<file path="config.mk">
export PLATFORM = sky130hd
export DESIGN_NAME = xyolo_ctrl_flat
export DESIGN_NICKNAME = d
export VERILOG_FILES = /design/src/rtl/xyolo_ctrl_pkg.sv /design/src/rtl/xyolo_ctrl_if.sv /design/src/rtl/xyolo_ctrl_dly.sv /design/src/rtl/xyolo_ctrl.sv /design/src/flat_wrapper.sv
export SDC_FILE = /design/constraint.sdc
export NUM_CORES = 1
export LEC_CHECK = 0
export ABC_AREA = 1
export CAP_MARGIN = 40
export CORE_MARGIN = 1.5
export CORE_UTILIZATION = 45
export CTS_CLUSTER_SIZE = 20
export DETAILED_ROUTE_END_ITERATION = 6
export PLACE_DENSITY = 0.66
export RECOVER_POWER = 25
export SLEW_MARGIN = 20
export SYNTH_ARGS = -nofsm -noshare
export SYNTH_HDL_FRONTEND = slang
export SYNTH_HIERARCHICAL = 1
export SYNTH_SLANG_ARGS = --single-unit
export TNS_END_PERCENT = 50
</file>
<file path="constraint.sdc">
create_clock -name clk -period 5.3 [get_ports clk]
set_input_delay 0.53 -clock clk [delete_from_list [all_inputs] [get_ports clk]]
set_output_delay 0.53 -clock clk [all_outputs]
set_load 0.01 [all_outputs]
</file>
<file path="src/rtl/xyolo_ctrl_pkg.sv">
// xyolo_ctrl_pkg: shared types for the xyolo layer sequencer.
//   state_e  - sequencer FSM encodings (IDLE, ISSUE, DRAIN, DONE)
//   tag_t    - result tag carried down the latency delay line
//   MP_GROUP - number of consecutive windows reduced by one maxpool
package xyolo_ctrl_pkg;

    typedef enum logic [1:0] {
        ST_IDLE  = 2'd0,
        ST_ISSUE = 2'd1,
        ST_DRAIN = 2'd2,
        ST_DONE  = 2'd3
    } state_e;

    localparam int MP_GROUP = 4;

    // last:      this issue was the final MAC of a window (produces ld_res)
    // grp_first: window opens a maxpool group (ld_mp=0 loads)
    // grp_last:  window closes a maxpool group, or is the final window
    typedef struct packed {
        logic last;
        logic grp_first;
        logic grp_last;
    } tag_t;

    localparam int TAG_W = $bits(tag_t);

endpackage

</file>
<file path="src/rtl/xyolo_ctrl_if.sv">
// xyolo_ctrl_if: layer config in, operand addresses / datapath strobes out.
//   master - the sequencer (consumes run/cfg_*, drives addresses and strobes)
//   slave  - config registers + datapath side
interface xyolo_ctrl_if #(
    parameter int ADDR_W  = 10,
    parameter int CNT_W   = 16,
    parameter int SHIFT_W = 5
);
    logic               run;
    logic [CNT_W-1:0]   cfg_ker_len;
    logic [CNT_W-1:0]   cfg_n_win;
    logic [ADDR_W-1:0]  cfg_px_base;
    logic [ADDR_W-1:0]  cfg_px_stride;
    logic               cfg_bias, cfg_leaky, cfg_sigmoid, cfg_maxpool, cfg_bypass;
    logic [SHIFT_W-1:0] cfg_shift;

    logic [ADDR_W-1:0]  px_addr;
    logic [ADDR_W-1:0]  w_addr;
    logic               ld_acc, ld_res, ld_mp;
    logic               bias, leaky, sigmoid, maxpool, bypass;
    logic [SHIFT_W-1:0] shift;
    logic               out_valid, busy, done;

    modport master (
        input  run, cfg_ker_len, cfg_n_win, cfg_px_base, cfg_px_stride,
               cfg_bias, cfg_leaky, cfg_sigmoid, cfg_maxpool, cfg_bypass, cfg_shift,
        output px_addr, w_addr, ld_acc, ld_res, ld_mp,
               bias, leaky, sigmoid, maxpool, bypass, shift, out_valid, busy, done
    );

    modport slave (
        output run, cfg_ker_len, cfg_n_win, cfg_px_base, cfg_px_stride,
               cfg_bias, cfg_leaky, cfg_sigmoid, cfg_maxpool, cfg_bypass, cfg_shift,
        input  px_addr, w_addr, ld_acc, ld_res, ld_mp,
               bias, leaky, sigmoid, maxpool, bypass, shift, out_valid, busy, done
    );
endinterface

</file>
<file path="src/rtl/xyolo_ctrl_dly.sv">
// xyolo_ctrl_dly: tag shift register with a run-time tap.
//   clk, rst  - clock, async active-high reset
//   clr_i     - synchronous flush (start of a pass)
//   din_i     - tag entering at the issue cycle
//   tap_i     - stage to read; stage s holds the tag issued s+1 cycles ago
//   dout_o    - selected tag
module xyolo_ctrl_dly #(
    parameter int DEPTH = 5,
    parameter int W     = 3,
    parameter int SEL_W = $clog2(DEPTH)
) (
    input  logic             clk,
    input  logic             rst,
    input  logic             clr_i,
    input  logic [W-1:0]     din_i,
    input  logic [SEL_W-1:0] tap_i,
    output logic [W-1:0]     dout_o
);
    logic [DEPTH-1:0][W-1:0] sr_q;

    always_ff @(posedge clk or posedge rst) begin
        if (rst)        sr_q <= '0;
        else if (clr_i) sr_q <= '0;
        else            sr_q <= {sr_q[DEPTH-2:0], din_i};
    end

    assign dout_o = sr_q[tap_i];
endmodule

</file>
<file path="src/rtl/xyolo_ctrl.sv">
// xyolo_ctrl: sequencer for one xyolo MAC/activation/maxpool datapath.
//   clk, rst      - clock, async active-high reset (aborts a pass, no done)
//   bus (master)  - run/cfg_* in; px_addr, w_addr, ld_acc/ld_res/ld_mp,
//                   registered mode bits, out_valid, busy, done out
//   perf_cycles   - busy-cycle counter, only with XYOLO_CTRL_PERF_EN defined
// Runs N windows of K MACs, one MAC per cycle, then drains the result tags
// through the latency delay line before pulsing done.
module xyolo_ctrl
    import xyolo_ctrl_pkg::*;
#(
    parameter int ADDR_W  = 10,
    parameter int CNT_W   = 16,
    parameter int MUL_LAT = 4,
    parameter int SHIFT_W = 5
) (
    input  logic         clk,
    input  logic         rst,
    xyolo_ctrl_if.master bus
`ifdef XYOLO_CTRL_PERF_EN
    ,
    output logic [31:0]  perf_cycles
`endif
);
    localparam int DEPTH = MUL_LAT + 1;
    localparam int SEL_W = $clog2(DEPTH);
    localparam int GRP_W = $clog2(MP_GROUP);

    state_e             state_q, state_d;
    logic [CNT_W-1:0]   ker_len_q, n_win_q, k_q, w_q, res_cnt_q;
    logic [ADDR_W-1:0]  row_q, stride_q;
    logic [GRP_W-1:0]   grp_q;
    logic               bias_q, leaky_q, sigmoid_q, maxpool_q, bypass_q;
    logic [SHIFT_W-1:0] shift_q;
    logic               out_valid_q, fin_q, done_q;

    logic               start, empty, issuing, last_mac, last_win, ld_res;
    logic [SEL_W-1:0]   tap;
    tag_t               tag_in, tag_out;

    assign start    = bus.run && (state_q == ST_IDLE);
    assign empty    = (bus.cfg_n_win == '0) || ((bus.cfg_ker_len == '0) && !bus.cfg_bypass);
    assign last_mac = bypass_q || (k_q == ker_len_q - 1'b1);
    assign last_win = (w_q == n_win_q - 1'b1);

    // ---- FSM: state register ----
    always_ff @(posedge clk or posedge rst) begin
        if (rst) state_q <= ST_IDLE;
        else     state_q <= state_d;
    end

    // ---- FSM: next state ----
    always_comb begin
        state_d = state_q;
        case (state_q)
            ST_IDLE:  if (bus.run) state_d = empty ? ST_DONE : ST_ISSUE;
            ST_ISSUE: if (last_mac && last_win) state_d = ST_DRAIN;
            ST_DRAIN: if (fin_q) state_d = ST_IDLE;
            ST_DONE:  state_d = ST_IDLE;
            default:  state_d = ST_IDLE;
        endcase
    end

    // ---- FSM: outputs ----
    always_comb begin
        issuing     = (state_q == ST_ISSUE);
        bus.busy    = (state_q != ST_IDLE);
        bus.px_addr = issuing ? row_q + ADDR_W'(k_q) : '0;
        bus.w_addr  = issuing ? ADDR_W'(k_q) : '0;
        bus.ld_acc  = issuing && !bypass_q && (k_q == '0);
    end

    // ---- config capture and issue counters ----
    always_ff @(posedge clk or posedge rst) begin
        if (rst) begin
            ker_len_q <= '0;  n_win_q   <= '0;  stride_q  <= '0;
            bias_q    <= 1'b0; leaky_q  <= 1'b0; sigmoid_q <= 1'b0;
            maxpool_q <= 1'b0; bypass_q <= 1'b0; shift_q   <= '0;
            k_q <= '0; w_q <= '0; row_q <= '0; grp_q <= '0;
        end else if (start) begin
            ker_len_q <= bus.cfg_ker_len;  n_win_q  <= bus.cfg_n_win;
            stride_q  <= bus.cfg_px_stride;
            bias_q    <= bus.cfg_bias;     leaky_q  <= bus.cfg_leaky;
            sigmoid_q <= bus.cfg_sigmoid;  maxpool_q <= bus.cfg_maxpool;
            bypass_q  <= bus.cfg_bypass;   shift_q  <= bus.cfg_shift;
            k_q <= '0; w_q <= '0; row_q <= bus.cfg_px_base; grp_q <= '0;
        end else if (issuing) begin
            if (last_mac) begin
                k_q   <= '0;
                w_q   <= w_q + 1'b1;
                row_q <= row_q + stride_q;   // modulo 2^ADDR_W by truncation
                grp_q <= grp_q + 1'b1;
            end else begin
                k_q <= k_q + 1'b1;
            end
        end
    end

    // ---- result latency line ----
    assign tag_in.last      = issuing && last_mac;
    assign tag_in.grp_first = (grp_q == '0);
    assign tag_in.grp_last  = (grp_q == GRP_W'(MP_GROUP - 1)) || last_win;

    // Stage s is read s+1 cycles after issue: D=1 bypass, MUL_LAT leaky,
    // MUL_LAT+1 when the registered shift/sigmoid stage is in the path.
    assign tap = bypass_q ? '0 : (leaky_q ? SEL_W'(MUL_LAT - 1) : SEL_W'(MUL_LAT));

    xyolo_ctrl_dly #(.DEPTH(DEPTH), .W(TAG_W), .SEL_W(SEL_W)) u_dly (
        .clk    (clk),
        .rst    (rst),
        .clr_i  (start),
        .din_i  (tag_in),
        .tap_i  (tap),
        .dout_o (tag_out)
    );

    assign ld_res = tag_out.last;

    always_ff @(posedge clk or posedge rst) begin
        if (rst) begin
            res_cnt_q   <= '0;
            out_valid_q <= 1'b0;
            fin_q       <= 1'b0;
            done_q      <= 1'b0;
        end else begin
            if (start)       res_cnt_q <= '0;
            else if (ld_res) res_cnt_q <= res_cnt_q + 1'b1;
            out_valid_q <= ld_res && (!maxpool_q || tag_out.grp_last);
            // fin_q marks the final out_valid; done follows one cycle later
            fin_q       <= ld_res && (res_cnt_q == n_win_q - 1'b1);
            done_q      <= ((state_q == ST_DRAIN) && fin_q) || (state_q == ST_DONE);
        end
    end

    assign bus.ld_res    = ld_res;
    assign bus.ld_mp     = ld_res && maxpool_q && !tag_out.grp_first;
    assign bus.out_valid = out_valid_q;
    assign bus.done      = done_q;
    assign bus.bias      = bias_q;
    assign bus.leaky     = leaky_q;
    assign bus.sigmoid   = sigmoid_q;
    assign bus.maxpool   = maxpool_q;
    assign bus.bypass    = bypass_q;
    assign bus.shift     = shift_q;

`ifdef XYOLO_CTRL_PERF_EN
    logic [31:0] perf_q;
    always_ff @(posedge clk or posedge rst) begin
        if (rst)                              perf_q <= '0;
        else if (start)                       perf_q <= '0;
        else if (bus.busy && perf_q != '1)    perf_q <= perf_q + 1'b1;
    end
    assign perf_cycles = perf_q;
`endif
endmodule

</file>
<file path="src/flat_wrapper.sv">
// flat-port wrapper written by rule: the top's interface ports become plain ports
module xyolo_ctrl_flat import xyolo_ctrl_pkg::*;
#(
    parameter int ADDR_W  = 10,
    parameter int CNT_W   = 16,
    parameter int MUL_LAT = 4,
    parameter int SHIFT_W = 5
)
  (clk, rst, bus_run, bus_cfg_ker_len, bus_cfg_n_win, bus_cfg_px_base, bus_cfg_px_stride, bus_cfg_bias, bus_cfg_leaky, bus_cfg_sigmoid, bus_cfg_maxpool, bus_cfg_bypass, bus_cfg_shift, bus_px_addr, bus_w_addr, bus_ld_acc, bus_ld_res, bus_ld_mp, bus_bias, bus_leaky, bus_sigmoid, bus_maxpool, bus_bypass, bus_shift, bus_out_valid, bus_busy, bus_done);
  xyolo_ctrl_if #(.ADDR_W(ADDR_W), .CNT_W(CNT_W), .SHIFT_W(SHIFT_W)) bus_i ();
  input  logic clk;
  input  logic rst;
  input wire logic [$bits(bus_i.run)-1:0] bus_run;
  input wire logic [$bits(bus_i.cfg_ker_len)-1:0] bus_cfg_ker_len;
  input wire logic [$bits(bus_i.cfg_n_win)-1:0] bus_cfg_n_win;
  input wire logic [$bits(bus_i.cfg_px_base)-1:0] bus_cfg_px_base;
  input wire logic [$bits(bus_i.cfg_px_stride)-1:0] bus_cfg_px_stride;
  input wire logic [$bits(bus_i.cfg_bias)-1:0] bus_cfg_bias;
  input wire logic [$bits(bus_i.cfg_leaky)-1:0] bus_cfg_leaky;
  input wire logic [$bits(bus_i.cfg_sigmoid)-1:0] bus_cfg_sigmoid;
  input wire logic [$bits(bus_i.cfg_maxpool)-1:0] bus_cfg_maxpool;
  input wire logic [$bits(bus_i.cfg_bypass)-1:0] bus_cfg_bypass;
  input wire logic [$bits(bus_i.cfg_shift)-1:0] bus_cfg_shift;
  output wire logic [$bits(bus_i.px_addr)-1:0] bus_px_addr;
  output wire logic [$bits(bus_i.w_addr)-1:0] bus_w_addr;
  output wire logic [$bits(bus_i.ld_acc)-1:0] bus_ld_acc;
  output wire logic [$bits(bus_i.ld_res)-1:0] bus_ld_res;
  output wire logic [$bits(bus_i.ld_mp)-1:0] bus_ld_mp;
  output wire logic [$bits(bus_i.bias)-1:0] bus_bias;
  output wire logic [$bits(bus_i.leaky)-1:0] bus_leaky;
  output wire logic [$bits(bus_i.sigmoid)-1:0] bus_sigmoid;
  output wire logic [$bits(bus_i.maxpool)-1:0] bus_maxpool;
  output wire logic [$bits(bus_i.bypass)-1:0] bus_bypass;
  output wire logic [$bits(bus_i.shift)-1:0] bus_shift;
  output wire logic [$bits(bus_i.out_valid)-1:0] bus_out_valid;
  output wire logic [$bits(bus_i.busy)-1:0] bus_busy;
  output wire logic [$bits(bus_i.done)-1:0] bus_done;
  assign bus_i.run = bus_run;
  assign bus_i.cfg_ker_len = bus_cfg_ker_len;
  assign bus_i.cfg_n_win = bus_cfg_n_win;
  assign bus_i.cfg_px_base = bus_cfg_px_base;
  assign bus_i.cfg_px_stride = bus_cfg_px_stride;
  assign bus_i.cfg_bias = bus_cfg_bias;
  assign bus_i.cfg_leaky = bus_cfg_leaky;
  assign bus_i.cfg_sigmoid = bus_cfg_sigmoid;
  assign bus_i.cfg_maxpool = bus_cfg_maxpool;
  assign bus_i.cfg_bypass = bus_cfg_bypass;
  assign bus_i.cfg_shift = bus_cfg_shift;
  assign bus_px_addr = bus_i.px_addr;
  assign bus_w_addr = bus_i.w_addr;
  assign bus_ld_acc = bus_i.ld_acc;
  assign bus_ld_res = bus_i.ld_res;
  assign bus_ld_mp = bus_i.ld_mp;
  assign bus_bias = bus_i.bias;
  assign bus_leaky = bus_i.leaky;
  assign bus_sigmoid = bus_i.sigmoid;
  assign bus_maxpool = bus_i.maxpool;
  assign bus_bypass = bus_i.bypass;
  assign bus_shift = bus_i.shift;
  assign bus_out_valid = bus_i.out_valid;
  assign bus_busy = bus_i.busy;
  assign bus_done = bus_i.done;
  xyolo_ctrl #(.ADDR_W(ADDR_W), .CNT_W(CNT_W), .MUL_LAT(MUL_LAT), .SHIFT_W(SHIFT_W)) u_core (.clk(clk), .rst(rst), .bus(bus_i));
endmodule
</file>
==> reports/metrics.yaml <==
cts_buffer_depth: 2
p_leak_nw: 5.08
numPortBuffers: 100
die_h_um: 141
ys_seq_area_share_pct: 38.4
synth_area_mm2: 0.00861
num_vias: 8292
ctsHoldBuffers: 0
max_slew_margin_pct: -7.01
grt_setup_unrepaired: "false"
io_pins: 101
track_usage_pct: 24.8
arrival_ns: 3.04
dp_hpwl_um: 17900
fmax_ghz: 0.280
netSwitchingPower_uw: 489
setup_ws_ns: 1.73
cts_buffers: 17
cp.required_ns: 4.77
swShare_pct: 21.3
dr.pass1.iters: 7
cts_resized: 0
synthCells: 1225
cts_setup_buffers: 0
area_growth_pct: 21.5
rows: 50
fin_cells: 1570
hold_viol: 0
grt_antenna_before_repair: 0
final-max-slew-violation-count: 31
hold_class: "reg -> reg"
intPower_mw: 1.80
clock-sinks: 132
power_mw: 2.29
grt.overflow.total: 0
fp.coreArea_mm2: 0.0187
syn-num-nets: 1318
slowest_stage: "clkdlybuf4s50_1"
fin_setup_tns_ns: 0
post-route-period-util_pct: 67.4
maxCapViolations: 1
post_dp_cell_area_mm2: 0.00985
power.density_mw_per_mm2: 219
r2r_slack_ns: 2.46
yosysWarningCount: 6
first_global_vias: 7654
final_nets: 1416
viasPerCell: 5.28
drive_above_1_share_pct: 5.01
initial_core_util_pct: 46.0
cts-root-buf: "clkbuf_16"
dp_cells: 1537
min_period_ns: 3.57
ir_drop_uv: 193
finalSetupViolCount: 0
grt_first_pass_wirelength_um: 39000
cpPeakStageDelay_ns: 0.54
hold_ws_ns: 0.478
wirelength_um: 23900
routabilityCongestion: 0.925
ys_ff_latch: 132
h-tree-depth: 4
insertion_delay_ns: 0.42
ant_nets: 0
routedWlPerCell_um: 15.2
avgSynthCellArea_um2: 7.03
ys_types: 45
crit_chain: "ha_1, fa_1, nand3_1, nand3_1, nand2_1, nand2_1, a21oi_1, nor2_1, o21ai_0, nand2_1, a21oi_1, clkdlybuf4s50_1"
die_w_um: 141
finalCoreUtilization_pct: 55.9
drc: 0
pwr-share-clk_pct: 52.6
pwr-share-seq_pct: 44.0
grt_max_degree: 81
clkTransAtPathRegs_ns: 0.06
skew_ns: 0.00767
status: "complete, but fails checks"
post-place-ws_ns: 2.11
violations: "max-capacitance violations, max-slew violations"
diodes: 0
tightestPinTransition_ns: 1.60
fp.dieArea_mm2: 0.0200
first_iter_violations: 776
tritoncts: "yes"
critical_path_class: "reg -> out"
path_max_fanout: 6
combPwrFrac_pct: 3.4
end_kind: "primary output"
final_area_mm2: 0.0105
crit_top_cell: "nand2_1"
startpoint_type: "flip-flop"
## logic make-up (layout without fill, tap and decap cells)
kind of cell	Yosys count	after routing	synth area share (%)
XOR/XNOR	54	54	5.50
buffers and inverters	183	294	8.40
adder cells (fa/ha/maj)	28	28	4.25
AO/OA/AOI/OAI	157	157	9.89
multiplexers	2	2	0.233
AND/OR/NAND/NOR	669	669	33.4
flip-flops	132	132	38.4
## registers in the layout, summed over array words and instances (netlist names)
signal	cells
u_core/k_q	16
u_core/ker_len_q	16
u_core/n_win_q	16
u_core/res_cnt_q	16
u_core/w_q	16
u_core/u_dly/sr_q	15
u_core/row_q	10
u_core/stride_q	10
u_core/bus.shift	5
u_core/grp_q	2
u_core/state_q	2
u_core/bus.bias	1
u_core/bus.bypass	1
u_core/bus.done	1
u_core/bus.leaky	1
u_core/bus.maxpool	1
u_core/bus.out_valid	1
u_core/bus.sigmoid	1
u_core/fin_q	1
## worst paths after layout
| check | from | end | cells past startpoint |
|---|---|---|---|
| max reg2reg | u_core/ker_len_q[0] | u_core/k_q[1] | 15 |
| max in group asynchronous | rst | u_core/bus.sigmoid | 3 |
| max | u_core/k_q[0] | bus_px_addr[8] | 12 |
| min in group asynchronous | rst | u_core/u_dly/sr_q[3] | 2 |
| min reg2reg | u_core/bus.shift[1] | u_core/bus.shift[1] | 2 |
| min | u_core/bus.shift[1] | u_core/bus.shift[1] | 2 |
## worst max-delay path, delay by kind of cell (launching register included)
kind	cells	cell delay, ns
simple gates	6	0.44
flops	1	0.43
buf+inv	1	0.54
fa+ha+maj	2	0.71
compound gates	3	0.50
## final cells by class
| type | instances | area (um2) |
|---|---|---|
| Timing Repair Buffer | 107 | 1090 |
| Clock inverter | 13 | 156 |
| Sequential cell | 132 | 3300 |
| Clock buffer | 19 | 443 |
| Multi-Input combinational cell | 910 | 4580 |
| Inverter | 155 | 586 |
| Fill cell | 1794 | 8250 |
| Tap cell | 234 | 293 |
## cells in the mapped netlist (all sizes together)
master | n | area [um2]
inv | 153 | 574
clkbuf | 20 | 76.3
and2 | 1 | 6.26
mux2i | 2 | 20.0
ha | 26 | 325
buf | 8 | 63.8
or2 | 2 | 12.5
dfrtp | 132 | 3300
a31oi | 5 | 31.3
o21ai | 87 | 450
clkinv | 2 | 8.75
a21o | 1 | 7.51
o31ai | 2 | 15.0
nand3 | 92 | 465
xnor2 | 13 | 114
and3 | 2 | 12.5
xor2 | 41 | 359
o2111ai | 3 | 26.3
nand2 | 375 | 1450
nor2 | 129 | 509
o21bai | 1 | 7.51
o22ai | 14 | 87.6
nor3 | 22 | 120
a21oi | 42 | 210
fa | 2 | 40.0
nand4 | 23 | 144
nor4 | 17 | 106
a211oi | 2 | 15.0
nand3b | 3 | 22.5
nor3b | 3 | 22.5
## routing by layer
metal / up-vias / track usage [%] / wire length [um]
met2: 291 / 38.2 / 10700
li1: 4151 / - / -
met3: 39 / 5.20 / 1700
met4: 0 / 7.79 / 445
met5: - / 0 / 0
met1: 3811 / 35.0 / 11000
## layout by cell type, fill, tap and decap left out, types with 7 or more instances in the layout
| master | count |
|---|---|
| o22ai_1 | 14 |
| nor3_1 | 20 |
| nor2_2 | 7 |
| a21oi_1 | 42 |
| inv_1 | 149 |
| clkbuf_16 | 17 |
| dfrtp_1 | 132 |
| nor4_1 | 17 |
| nand4_1 | 23 |
| nand3_1 | 91 |
| o21ai_1 | 13 |
| o21ai_0 | 70 |
| clkdlybuf4s50_1 | 99 |
| xor2_1 | 41 |
| ha_1 | 26 |
| nand2_1 | 367 |
| xnor2_1 | 13 |
| nor2_1 | 121 |
| clkinv_2 | 7 |
## power by group through the flow
| stage | Combinational, mW | Clock [mW] | Sequential [mW] |
|---|---|---|---|
| 2_1_floorplan | 0.0172 | 0 | 1.03 |
| 3_3_place_gp | 0.0775 | 0 | 1.03 |
| 3_5_place_dp | 0.0803 | 0 | 1.03 |
| 4_1_cts | 0.0807 | 1.23 | 1.01 |
| 5_1_grt | 0.0870 | 1.28 | 1.01 |
| 6_report | 0.0779 | 1.21 | 1.01 |
Power figures use the tool's default switching activity.
